## src/rtl/sprite_rom_arbiter.sv

```systemverilog
// Round-robin arbiter that shares one combinational sprite bitmap ROM among
// NUM_REQ renderers; each grant runs IDLE -> FETCH -> DONE (3 cycles).
module sprite_rom_arbiter #(
  parameter int NUM_REQ = 4,
  parameter int IMG_W   = 2,
  parameter int ROW_W   = 4,
  parameter int DATA_W  = 8
) (
  input  logic                       clk,
  input  logic                       reset,
  input  logic [NUM_REQ-1:0]         req,
  input  logic [NUM_REQ*IMG_W-1:0]   req_img,
  input  logic [NUM_REQ*ROW_W-1:0]   req_row,
  output logic [NUM_REQ-1:0]         ack,
  output logic [DATA_W-1:0]          rd_data,
  output logic [IMG_W+ROW_W-1:0]     rom_addr,
  input  logic [DATA_W-1:0]          rom_bits,
  output logic                       busy
);

  // Handshake: a requester holds req high with img/row stable until it sees
  // its one-cycle ack, and drops req at that edge. Address is captured only
  // at the IDLE grant edge; a req still high back in IDLE is a new request.

  localparam int IDX_W = $clog2(NUM_REQ);

  localparam logic [1:0] S_IDLE  = 2'd0;
  localparam logic [1:0] S_FETCH = 2'd1;
  localparam logic [1:0] S_DONE  = 2'd2;

  localparam logic [IDX_W:0]   NUM_REQ_X = (IDX_W+1)'(NUM_REQ);
  localparam logic [IDX_W-1:0] LAST_IDX  = IDX_W'(NUM_REQ-1);

  logic [1:0]       state;
  logic [IDX_W-1:0] rr_ptr;
  logic [IDX_W-1:0] gnt_idx;
  logic [IDX_W-1:0] winner;
  logic             found;
  logic [IDX_W:0]   scan;
  logic [IMG_W-1:0] win_img;
  logic [ROW_W-1:0] win_row;

  // Scan upward from rr_ptr, wrapping at NUM_REQ (not at a power of two).
  always_comb begin
    found  = 1'b0;
    winner = '0;
    scan   = '0;
    for (int k = 0; k < NUM_REQ; k++) begin
      scan = {1'b0, rr_ptr} + (IDX_W+1)'(k);
      if (scan >= NUM_REQ_X) scan = scan - NUM_REQ_X;
      if (!found && req[scan[IDX_W-1:0]]) begin
        found  = 1'b1;
        winner = scan[IDX_W-1:0];
      end
    end
  end

  always_comb begin
    win_img = req_img[int'(winner)*IMG_W +: IMG_W];
    win_row = req_row[int'(winner)*ROW_W +: ROW_W];
  end

  always_ff @(posedge clk or posedge reset) begin
    if (reset) begin
      state    <= S_IDLE;
      ack      <= '0;
      rd_data  <= '0;
      rom_addr <= '0;
      rr_ptr   <= '0;
      gnt_idx  <= '0;
      busy     <= 1'b0;
    end else begin
      case (state)
        S_IDLE: begin
          if (found) begin
            gnt_idx  <= winner;
            rom_addr <= {win_img, win_row};
            busy     <= 1'b1;
            state    <= S_FETCH;
          end
        end
        S_FETCH: begin
          rd_data <= rom_bits;
          ack     <= NUM_REQ'(1) << gnt_idx;
          busy    <= 1'b0;
          state   <= S_DONE;
        end
        S_DONE: begin
          ack    <= '0;
          rr_ptr <= (gnt_idx == LAST_IDX) ? '0 : gnt_idx + 1'b1;
          state  <= S_IDLE;
        end
        default: state <= S_IDLE;
      endcase
    end
  end

endmodule

```

## config.mk

```make
export PLATFORM = sky130hd
export DESIGN_NAME = sprite_rom_arbiter
export DESIGN_NICKNAME = d
export VERILOG_FILES = /design/src/rtl/sprite_rom_arbiter.sv
export SDC_FILE = /design/constraint.sdc
export NUM_CORES = 1
export LEC_CHECK = 0
export ABC_AREA = 1
export CORE_AREA = 2 2 65 67
export DETAILED_ROUTE_END_ITERATION = 8
export DIE_AREA = 0 0 67 69
export PLACE_DENSITY_LB_ADDON = 0.12
export SETUP_SLACK_MARGIN = 0.2
export SYNTH_ARGS = -nofsm -noshare
export SYNTH_HDL_FRONTEND = slang
export SYNTH_SLANG_ARGS = --single-unit
```

## constraint.sdc

```tcl
create_clock -name clk -period 2.3 [get_ports clk]
set_input_delay 0.23 -clock clk [delete_from_list [all_inputs] [get_ports clk]]
set_output_delay 0.23 -clock clk [all_outputs]
set_load 0.02 [all_outputs]
```

**Word-level counts from Yosys, hierarchy flattened**

Cells that the tools add are included.

- Output and inout bits: 19
- Bits in registers: 25
- Logic and storage cells: 67
- Bits of input ports: 38
- RAM bits: 0
- Memories kept: 0
- Latch bits: 0
- ROM bits: 0

- Div/mod/pow operators: 0
- Shift operators: 3
- Equal/unequal tests: 4
- $lt $le $gt $ge: 8
- Reductions and logical operators: 11
- $add $sub $neg: 8
- Muxes and demuxes: 26
- Multiply operators: 0
- Bitwise gates (word level): 0

Operators by type and width:

| kind | count |
|---|---|
| 2-to-1 mux 2 bit | 10 |
| indexed part select 16 x 5 -> 4 bit | 1 |
| less-than comparator 2 x 3 -> 1 bit, second input constant | 4 |
| greater-or-equal comparator 3 bit, second input constant | 3 |
| 2-to-1 mux 1 bit | 9 |
| binary-select mux 1 bit (select 2 bit) | 4 |
| case mux 4 bit (2 select lines) | 1 |
| indexed part select 8 x 4 -> 2 bit | 1 |
| subtractor 2 x 1 -> 2 bit, second input constant | 4 |
| adder 2 x 2 -> 3 bit, second input constant | 2 |
| equality test 2 bit, second input constant | 2 |
| case mux 2 bit (2 select lines) | 1 |
| AND reduction 2 bit | 2 |
| nonzero test 2 bit | 2 |
| left shift 1 x 2 -> 4 bit, first input constant | 1 |
| adder 2 x 1 -> 3 bit, second input constant | 1 |
| greater-or-equal comparator 2 x 3 -> 1 bit, second input constant | 1 |
| logical AND 1 bit | 3 |
| zero test 1 bit | 3 |
| adder 2 x 1 -> 2 bit, second input constant | 1 |
| equality test 2 x 1 -> 1 bit, second input constant | 1 |
| zero test 2 bit | 1 |
| != test 2 bit, second input constant | 1 |
| case mux 1 bit (2 select lines) | 1 |

**Depth between registers and ports, before layout**

Gate-level depths: netlist of the first run.

- Word-level depth: 16
- Gate-level depth with buffers: 15
- Gate-level depth less buffers: 14

**Worst setup path before layout of the first run**

OpenSTA, ideal clock, no wires.

- Path type: register to register
- Start point: register rr_ptr[0]
- End point: register rom_addr[0]
- Clock period less this slack: 1.581 ns
- Data arrival time: 1.464 ns
- Setup time: 0.117 ns
- Stages on the path, launching flop included: 15
- Setup slack: 0.719 ns
- Path buffers: 2
- Data required time: 2.183 ns
- Path through: dfrtp_1 -> buf_6 -> nand2_2 -> nand2_2 -> nand2_2 -> nand2_2 -> nor2_4 -> nand3_4 -> nand3_4 -> buf_6 -> nand2_1 -> nand3_1 -> nand2_1 -> nand2_1 -> nand2_1

- Longest elaborated chain between the ends: 15
- Elaborated cells on any way between the ends: 39
- Those cells by class: 7 x add/sub; 4 x order compare; 1 x shift; 20 x mux; 7 x reduce/logical

Ends and longest elaborated chain:

| element | line | RTL |
|---|---|---|
| from (decl) | 35 | `logic [IDX_W-1:0] rr_ptr;` |
| from (signal assigned) | 90 | `rr_ptr <= (gnt_idx == LAST_IDX) ? '0 : gnt_idx + 1'b1;` |
| branches (longest 15 deep; another with adder 2 x 1 -> 3 bit) | -- |  |
| to (signal assigned) | 77 | `rom_addr <= {win_img, win_row};` |
| to (decl) | 16 | `output logic [IMG_W+ROW_W-1:0] rom_addr,` |

Several ways; the timed one is not identified. The select of a mux whose other input is x is not followed.
A chain may end at the register's enable or synchronous reset.

**Worst setup path in the final report of the first run**

- Start point: register rr_ptr[0]
- End point: register rom_addr[3]

The elaborated chain is that of the path after synthesis.

==> results by stage, run 1 <==
Worst setup path:
- The kind of end point of the critical path is a flip-flop.
- The data required time of the critical path is 2.46 ns.
- The start point of the critical path is rr_ptr[0].
- The highest net fanout along the worst path is 14.
- STA puts the critical path data arrival time at between 2 and 2.5 ns.
- The startpoint kind of the worst setup timing path is a flip-flop.
- The origin of the critical flop-to-flop path is rr_ptr[0].
- The startpoint-to-endpoint class of the critical path is flip-flop to flip-flop.

Clock tree:
- After clock tree synthesis, the flow added hold-fix buffers numbering 0.
- The maximum number of buffers from clock root to sink is 2.
- The root cell of the clock tree is clkbuf_8.
- Clock tree synthesis found a total of 25 sinks.
- The clock transition at the registers of the reported paths is around 0.09 ns.
- Post-CTS repair changed the size of 0 cells.
- The later-pin clock latency in the skew report is around 0.27 ns.
- Once the clock tree was built, the setup fixing pass inserted 0 buffers.
- The number of H-tree levels is 1.
- The CTS tree is yes.
- The number of CTS-inserted buffers is 3.

Pwr:
- Combinational cells account for between 70% and 80% of the total power.
- The power density relative to cell area is 1500 nW/µm².
- Summed over all nets, the switching power comes to 0.00180 W.
- The switching share of power is 49.8%.
- The peak supply drop is between 0.7 and 0.8 mV.
- For this design the static power due to leakage is 1.23 nW.
- The proportion of power drawn by flip-flops and latches is around 22%.
- The part of the power in the clock network is 7.1%.
- Cell internal power was estimated by the tool at 0.00182 W.

Routing:
- The sum of routed wire length over all layers is 3.65 mm.
- The number of detailed-route iterations in the first pass is 4.
- The number of vias in the routed layout is 1566.
- The via count normalized by instance count is between 4 and 5.
- In the routed design, unresolved DRC markers number 0.
- In this run the remaining antenna-violating nets after routing total 0.
- In the final routed layout, each cell accounts on average for 10.7 µm.
- The initial detailed-routing violation count is 89.

Synthesis:
- The number of nets in the synthesized netlist is between 200 and 300.
- The count of cell types in the netlist is 24.
- Dividing the synthesized area by the synthesized cell count gives 7.51 µm².
- The total of warnings raised by yosys is 0.
- The number of synthesized register bits is 25.
- The instance count of the mapped netlist is 232.
- The share of synthesized area occupied by flip-flops and latches is around 36%.
- In this run the cell area of the synthesized design comes to 1740 µm².

STA:
- The worst path uses 82.3% of the clock period.
- The final worst hold slack is approximately 0.3 ns.
- The transition time of the tightest slew-check pin is 0.394 ns.
- The post-layout worst setup margin is 0.408 ns.
- The clock arrives with around 0.0067 ns of skew.
- The worst slew margin relative to its limit is 73.7%.
- The max-slew violation total from the final report is 0.
- Setup repair after global routing left no endpoint under its margin.
- The count of final hold-check violations was 0.
- The fmax is roughly 530 MHz.
- Setup violations remaining at the end of the flow were counted as 0.
- The clock period minus final worst setup slack is 1.89 ns.
- Summed over all failing endpoints, the final setup total negative slack is 0 ns.

Placed design:
- Port buffering added 56 buffers.
- Routability-driven placement finished with a final weighted congestion of 0.789.
- The number of instances in the placed design is 335.
- Detailed placement finished with a half-perimeter wire length of roughly 2.8 mm.
- The worst setup slack before clock tree synthesis is 0.271 ns.

Layout:
- The fraction of the core area covered by cells at the end of the flow is approximately three fifths.
- The top cell types in the final layout, fill and taps aside, are 71 x nand2_1, 56 x clkdlybuf4s50_1, 41 x inv_1.
- The number of fillers in the final layout is 371.
- The signed area change from the synthesized netlist to the final layout is 38.5%.
- The number of standard cells in the final layout excluding fillers is 340.
- The most common library cell in the layout ignoring fill and taps is nand2_1.
- The count of nets after finishing is roughly 340.
- 0 antenna diodes ended up in the layout.
- The fraction of layout cells with a size suffix above 1 is 15.5%.

GRT:
- The maximum number of pins on one net before global-route repair is 26.
- The global-route wire length before repair is 6.30 mm.
- Global routing used around 17% of the available tracks across all layers.
- The initial antenna violation count is 0.
- The via count of the first global-routing pass was 1523.
- After global routing the overflow that remains totals 0.

Outcome:
- The flow ran to the end, and the final reports show no timing, DRC or antenna violations.

Floorplanning:
- The floorplan step set the die width to 67 µm.
- The boundary pin count is 57.
- Once the floorplan was initialized, standard cells occupied between 40% and 50% of the core.
- The area of the die is about 4600 µm².
- The floorplan step defined a core boundary enclosing 3910 µm².
- The die height is 69 µm.
- The floorplan has 23 rows.

Run:
- Across the run, the number of max-cap violations was 0.

Min path:
- The type of the worst min-delay path is primary input to async pin.
-- sequential cells by signal, indices dropped and copies added (netlist names) --
name / flops
state: 2
gnt_idx: 2
rr_ptr: 2
rd_data: 8
busy: 1
ack: 4
rom_addr: 6
-- critical path, stage by stage, from the launching register on --
cell and delay (ns):
dfrtp_2 0.47, buf_4 0.18, nand2_1 0.05, nand2_1 0.09
nand2_2 0.09, nand2_2 0.06, nor2_4 0.13, nand3_4 0.19
nand3_2 0.21, nand2_1 0.07, nand3_1 0.07, nand2_1 0.07
nand2_1 0.06, nand2_1 0.05
-- power groups by stage --
| stage | Combinational (W) | Clock (W) | Sequential (W) |
|---|---|---|---|
| 2_1_floorplan | 0.00170 | 0 | 0.000976 |
| 3_3_place_gp | 0.00250 | 0 | 0.000808 |
| 3_5_place_dp | 0.00252 | 0 | 0.000811 |
| 4_1_cts | 0.00253 | 0.000265 | 0.000802 |
| 5_1_grt | 0.00288 | 0.000277 | 0.000836 |
| 6_report | 0.00256 | 0.000258 | 0.000804 |
-- stage by stage --
stage / power (W) / area, µm²
floorplan: 0.00268 / 1740
global placement: 0.00331 / 2350
detailed placement: 0.00333 / 2350
CTS: 0.00360 / 2390
global route: 0.00399 / 2410
finish: 0.00363 / 2410
-- synthesized netlist by cell type --
cell / count / share of area, %
o21ai_0: 7 / 2.0
o31ai_1: 1 / 0.43
nand3_2: 2 / 1.1
a21oi_1: 1 / 0.29
ha_1: 8 / 5.7
nor2_8: 1 / 1.1
clkbuf_1: 1 / 0.22
buf_2: 3 / 0.86
dfrtp_1: 25 / 36
nand2_2: 12 / 4.3
nand3_4: 2 / 2.0
nand2_4: 1 / 0.65
inv_2: 3 / 0.65
buf_4: 1 / 0.43
mux2_2: 8 / 5.2
o21ai_1: 4 / 1.1
nor2_2: 3 / 1.1
clkinv_2: 1 / 0.29
nand3_1: 21 / 6.0
nand4_1: 10 / 3.6
buf_6: 2 / 1.3
nor2_4: 2 / 1.3
nand2_1: 72 / 16
inv_1: 41 / 8.8
-- cell families (layout without fill, tap and decap cells) --
| family | after synthesis | after routing | share of synthesized area [%] |
|---|---|---|---|
| multiplexers | 8 | 8 | 5.17 |
| AND/OR/NAND/NOR | 126 | 127 | 36.8 |
| buffers and inverters | 52 | 109 | 12.6 |
| AO/OA/AOI/OAI | 13 | 13 | 3.88 |
| adder cells (fa/ha/maj) | 8 | 8 | 5.74 |
| flip-flops | 25 | 25 | 35.9 |
-- metal layers --
layer | vias up | routed length, µm | track usage (%)
met2 | 37 | 1750 | 29.0
met5 | - | 0 | 0
li1 | 833 | - | -
met4 | 0 | 21 | 4.08
met3 | 2 | 185 | 2.12
met1 | 694 | 1700 | 21.9
-- final timing paths --
kind                            cells past startpoint  slack [ns]          end
worst max register to register                     13        0.41  rom_addr[3]
worst min-delay path                                3        0.30   rd_data[2]
max in group asynchronous                           3        1.75    rr_ptr[0]
worst min register to register                      2        0.48  rom_addr[3]
worst max-delay path                               13        0.41  rom_addr[3]
min in group clk                                    2        0.48  rom_addr[3]
-- layout make-up --
cell class | count | area (µm²) | share of cell area, %
multi-input cells | 156 | 916 | 37.9
flip-flops and latches | 25 | 627 | 26.0
repair buffers | 60 | 591 | 24.5
inverters | 45 | 173 | 7.15
well taps | 50 | 62.6 | 2.59
clock buffers | 4 | 45.0 | 1.87
No activity file was read; power rests on OpenSTA's default activity.
==> inputs of run 2 (changes only) <==
==> constraint.sdc (replaced) <==
create_clock -name clk -period 1.91 [get_ports clk]
set_input_delay 0.191 -clock clk [delete_from_list [all_inputs] [get_ports clk]]
set_output_delay 0.191 -clock clk [all_outputs]
set_load 0.02 [all_outputs]
==> results by stage, run 2 (synthesis results as in run 1) <==
Outcome:
- The flow ran to the end, and the final reports show no timing, DRC or antenna violations.

Layout:
- The number of standard cells in the final layout excluding fillers is 350 (+2.9%).
- The library cells used most frequently in the layout, excluding fill and tap cells, are 56 x clkdlybuf4s50_1, 54 x nand2_1, 40 x inv_1.
- The largest registers in the layout are rd_data x8, rom_addr x6, ack x4.
- Counting flops per register, the top entry is rd_data.
- The number of fillers in the final layout is 332 (-11%).
- The number of flip-flops in the largest register is 8 (unchanged).
- Relative to the synthesized area, the layout overhead comes to 51.8%.
- The fraction of layout cells with a size suffix above 1 is 27.7% (+12 points).
- The count of inserted antenna diode cells was 0 (unchanged).
- The count of nets after finishing was 347 (+3.0%).
- The most common library cell in the layout ignoring fill and taps is clkdlybuf4s50_1.

Worst setup path:
- The data required time of the critical path is 2.11 ns (-0.35 ns).
- The highest net fanout along the worst path came to 7 (-7).
- The number of cells on the worst reg-to-reg path is 14 (+1).
- The category of cells accounting for the largest share of critical-path delay is simple AND/OR/NAND/NOR gates.
- The slowest stage of the critical path is the dfrtp_2 cell.
- The worst register-to-register path ends at rom_addr[3].
- The start point of the critical path is rr_ptr[0].
- The critical path goes through buf_6 -> nand2_4 -> nand2_4 -> nand2_4 -> nand2_4 -> nor2_4 -> nand3_4 -> clkinv_4 -> nor2_4 -> nor2_8 -> nand3_1 -> nand2_1 -> nand2_1 -> nand2_1.
- The startpoint kind of the worst setup timing path is a flip-flop.
- The sum of buffers and inverters on the critical path came to 2 (+1).
- Counting stages on the worst path, the most repeated cell is nand2_4.
- The setup slack of the most critical reg-to-reg path is 0.08 ns (-0.33 ns).
- The setup path with the least slack is of type flip-flop to flip-flop.
- The kind of end point of the critical path is a flip-flop.
- The startpoint identified for the worst register-to-register timing path is rr_ptr[0].
- The endpoint arrival time on the critical path is 2.03 ns (-0.02 ns).
- The delay contributed by the slowest stage of the critical path is 0.45 ns (-0.02 ns).

Floorplanning:
- The x dimension of the die is 67 µm (unchanged).
- The placeable core region came to 3910 µm² (unchanged).
- The initial core utilization is 44.5% (unchanged).
- The die height was 69 µm (unchanged).
- The boundary pin count is 57 (unchanged).
- The placement row count is 23 (unchanged).
- The area of the die is 4620 µm² (unchanged).

STA:
- The transition time of the tightest slew-check pin is 0.392 ns (-0.00213 ns).
- The total of endpoints with negative setup slack in the final report is 0 (unchanged).
- The max-slew violation total from the final report is 0 (unchanged).
- The worst slew margin relative to its limit was 73.9% (+0.14 points).
- The fmax is 547 MHz (+3.5%).
- Setup repair after global routing could not meet its margin everywhere.
- The post-route fraction of the period consumed by the critical path is 95.7% (+13 points).
- The clock skew after layout was 0.00118 ns (-0.00548 ns).
- The post-layout worst setup margin is 0.0826 ns (-0.325 ns).
- The clock period minus final worst setup slack is 1.83 ns (-0.0646 ns).
- The count of final hold-check violations is 0 (unchanged).
- The aggregate negative setup slack came to 0 ns (unchanged).

Pwr:
- The combinational cell fraction of total power is 74.9% (+4.2 points).
- The peak supply drop is 0.891 mV (+18%).
- The internal power of the cells came to 0.00256 W (+41%).
- The switching share of power came to 49.6% (-0.17 points).
- The power consumption is 0.00508 W (+40%).
- The proportion of power drawn by flip-flops and latches came to 19.2% (-3.0 points).
- The part of the power in the clock network is 5.9% (-1.2 points).
- The power density relative to cell area is 1920 nW/µm² (+28%).
- The total leakage power is 1.33 nW (+7.8%).
- The net load switching power is 0.00252 W (+40%).

Clock tree:
- The root cell of the clock tree is clkbuf_8.
- The clock transition at the registers of the reported paths came to 0.08 ns (about the same).
- The number of CTS-inserted buffers is 3 (unchanged).
- The clock sink count is 25 (unchanged).
- The maximum number of buffers from clock root to sink came to 2 (unchanged).
- The later-pin clock latency in the skew report is 0.26 ns (about the same).
- The number of H-tree levels was 1 (unchanged).
- The CTS tree is yes.

GRT:
- The maximum number of pins on one net before global-route repair came to 26 (unchanged).
- The via count of the first global-routing pass is 1585 (+4.1%).
- The leftover overflow at the end of global routing is 0 (unchanged).
- The global-route wire length before repair is 6.88 mm (+9.2%).
- The total routing resource utilization after global routing is 18.4% (+1.6 points).
- The initial antenna violation count was 0 (unchanged).

Routing:
- The number of routed nets with antenna violations is 0 (unchanged).
- The number of vias in the routed layout is 1631 (+4.2%).
- The initial detailed-routing violation count is 98 (+10%).
- The final routed wire length divided by cell count is 11.6 µm (+7.8%).
- The number of detailed-route iterations in the first pass is 4 (unchanged).
- The sum of routed wire length over all layers is 4.05 mm (+11%).
- The via count normalized by instance count came to 4.66 (+1.2%).
- The final routed DRC violation total was 0 (unchanged).

Min path:
- In this run the worst hold path is classified as primary input to async pin.

Placed design:
- The worst setup slack before clock tree synthesis is 0.0126 ns (-0.258 ns).
- The detailed placer's ending HPWL was 2.92 mm (+2.8%).
- The routability congestion estimate is 0.818 (+3.7%).
- The number of port buffers was 56 (unchanged).
- The number of instances in the placed design came to 340 (+1.5%).

Run:
- The number of maximum-capacitance violations is 0 (unchanged).
run 2: changes by cell type in the layout (fill, tap and decap cells not counted), moves of 2 or more:
cell      previous run  this run
buf_4                4         8
buf_6                0         6
clkinv_4             0         2
nand2_1             71        54
nand2_2             12        24
nand2_4              2         7
nand3_1             21        14
nand3_2              3         8
nand3_4              2         4
run 2: power by group through the flow:
stage	registers [W]	clock network, W	logic [W]
after floorplan	0.00118	0	0.00205
after global placement	0.000957	0	0.00316
after detailed placement	0.000969	0	0.00318
after CTS	0.000965	0.000314	0.00344
after global routing	0.00101	0.000337	0.00423
final	0.000976	0.000301	0.00380
run 2: timing repair:
item                       in CTS  in global routing
hold buffers                    0                  0
buffers inserted                3                  1
cloned                          2                  0
pin swaps                       2                 15
hold endpoints to repair        0                  0
setup endpoints to repair       6                 11
resized for setup              17                 32
run 2: layout make-up:
| cell class | count | area (µm²) | area share, % |
|---|---|---|---|
| Multi-Input combinational cell | 156 | 1040 | 39.4 |
| Timing Repair Buffer | 70 | 688 | 26.0 |
| Sequential cell | 25 | 628 | 23.7 |
| Inverter | 45 | 179 | 6.76 |
| Tap cell | 50 | 62.6 | 2.36 |
| Clock buffer | 3 | 41.3 | 1.56 |
| Clock inverter | 1 | 5.00 | 0.189 |
run 2: metrics by stage:
stage	instance area [µm²]	utilization (%)	hold WS, ns
final	2650	67.6	0.277
after global routing	2650	67.6	0.319
after CTS	2530	64.7	0.282
after detailed placement	2380	60.9	0.472
after global placement	2380	60.9	0.463
after floorplan	1740	-	0.218
run 2: worst max-delay path by stage:
stage	cells past startpoint	slack, ns	end
after detailed placement	14	0.01	rom_addr[2]
after floorplan	14	0.33	rom_addr[0]
final	14	0.08	rom_addr[3]
after global placement	14	0.02	rom_addr[4]
after global routing	13	-0.04	rom_addr[4]
after CTS	13	0.14	rom_addr[0]
run 2: worst register-to-register path, delay by kind of cell (launching register included):
family	cells	cell delay (ns)
and+or+nand+nor	12	1.09
buffers and inverters	2	0.23
DFF	1	0.45
run 2: metal layers:
metal	global-route usage (%)	vias up	part of all wire, %
li1	-	857	-
met1	24.6	734	44
met2	31.6	38	51
met3	2.61	2	4.6
met4	3.40	0	0.67
met5	0	-	0
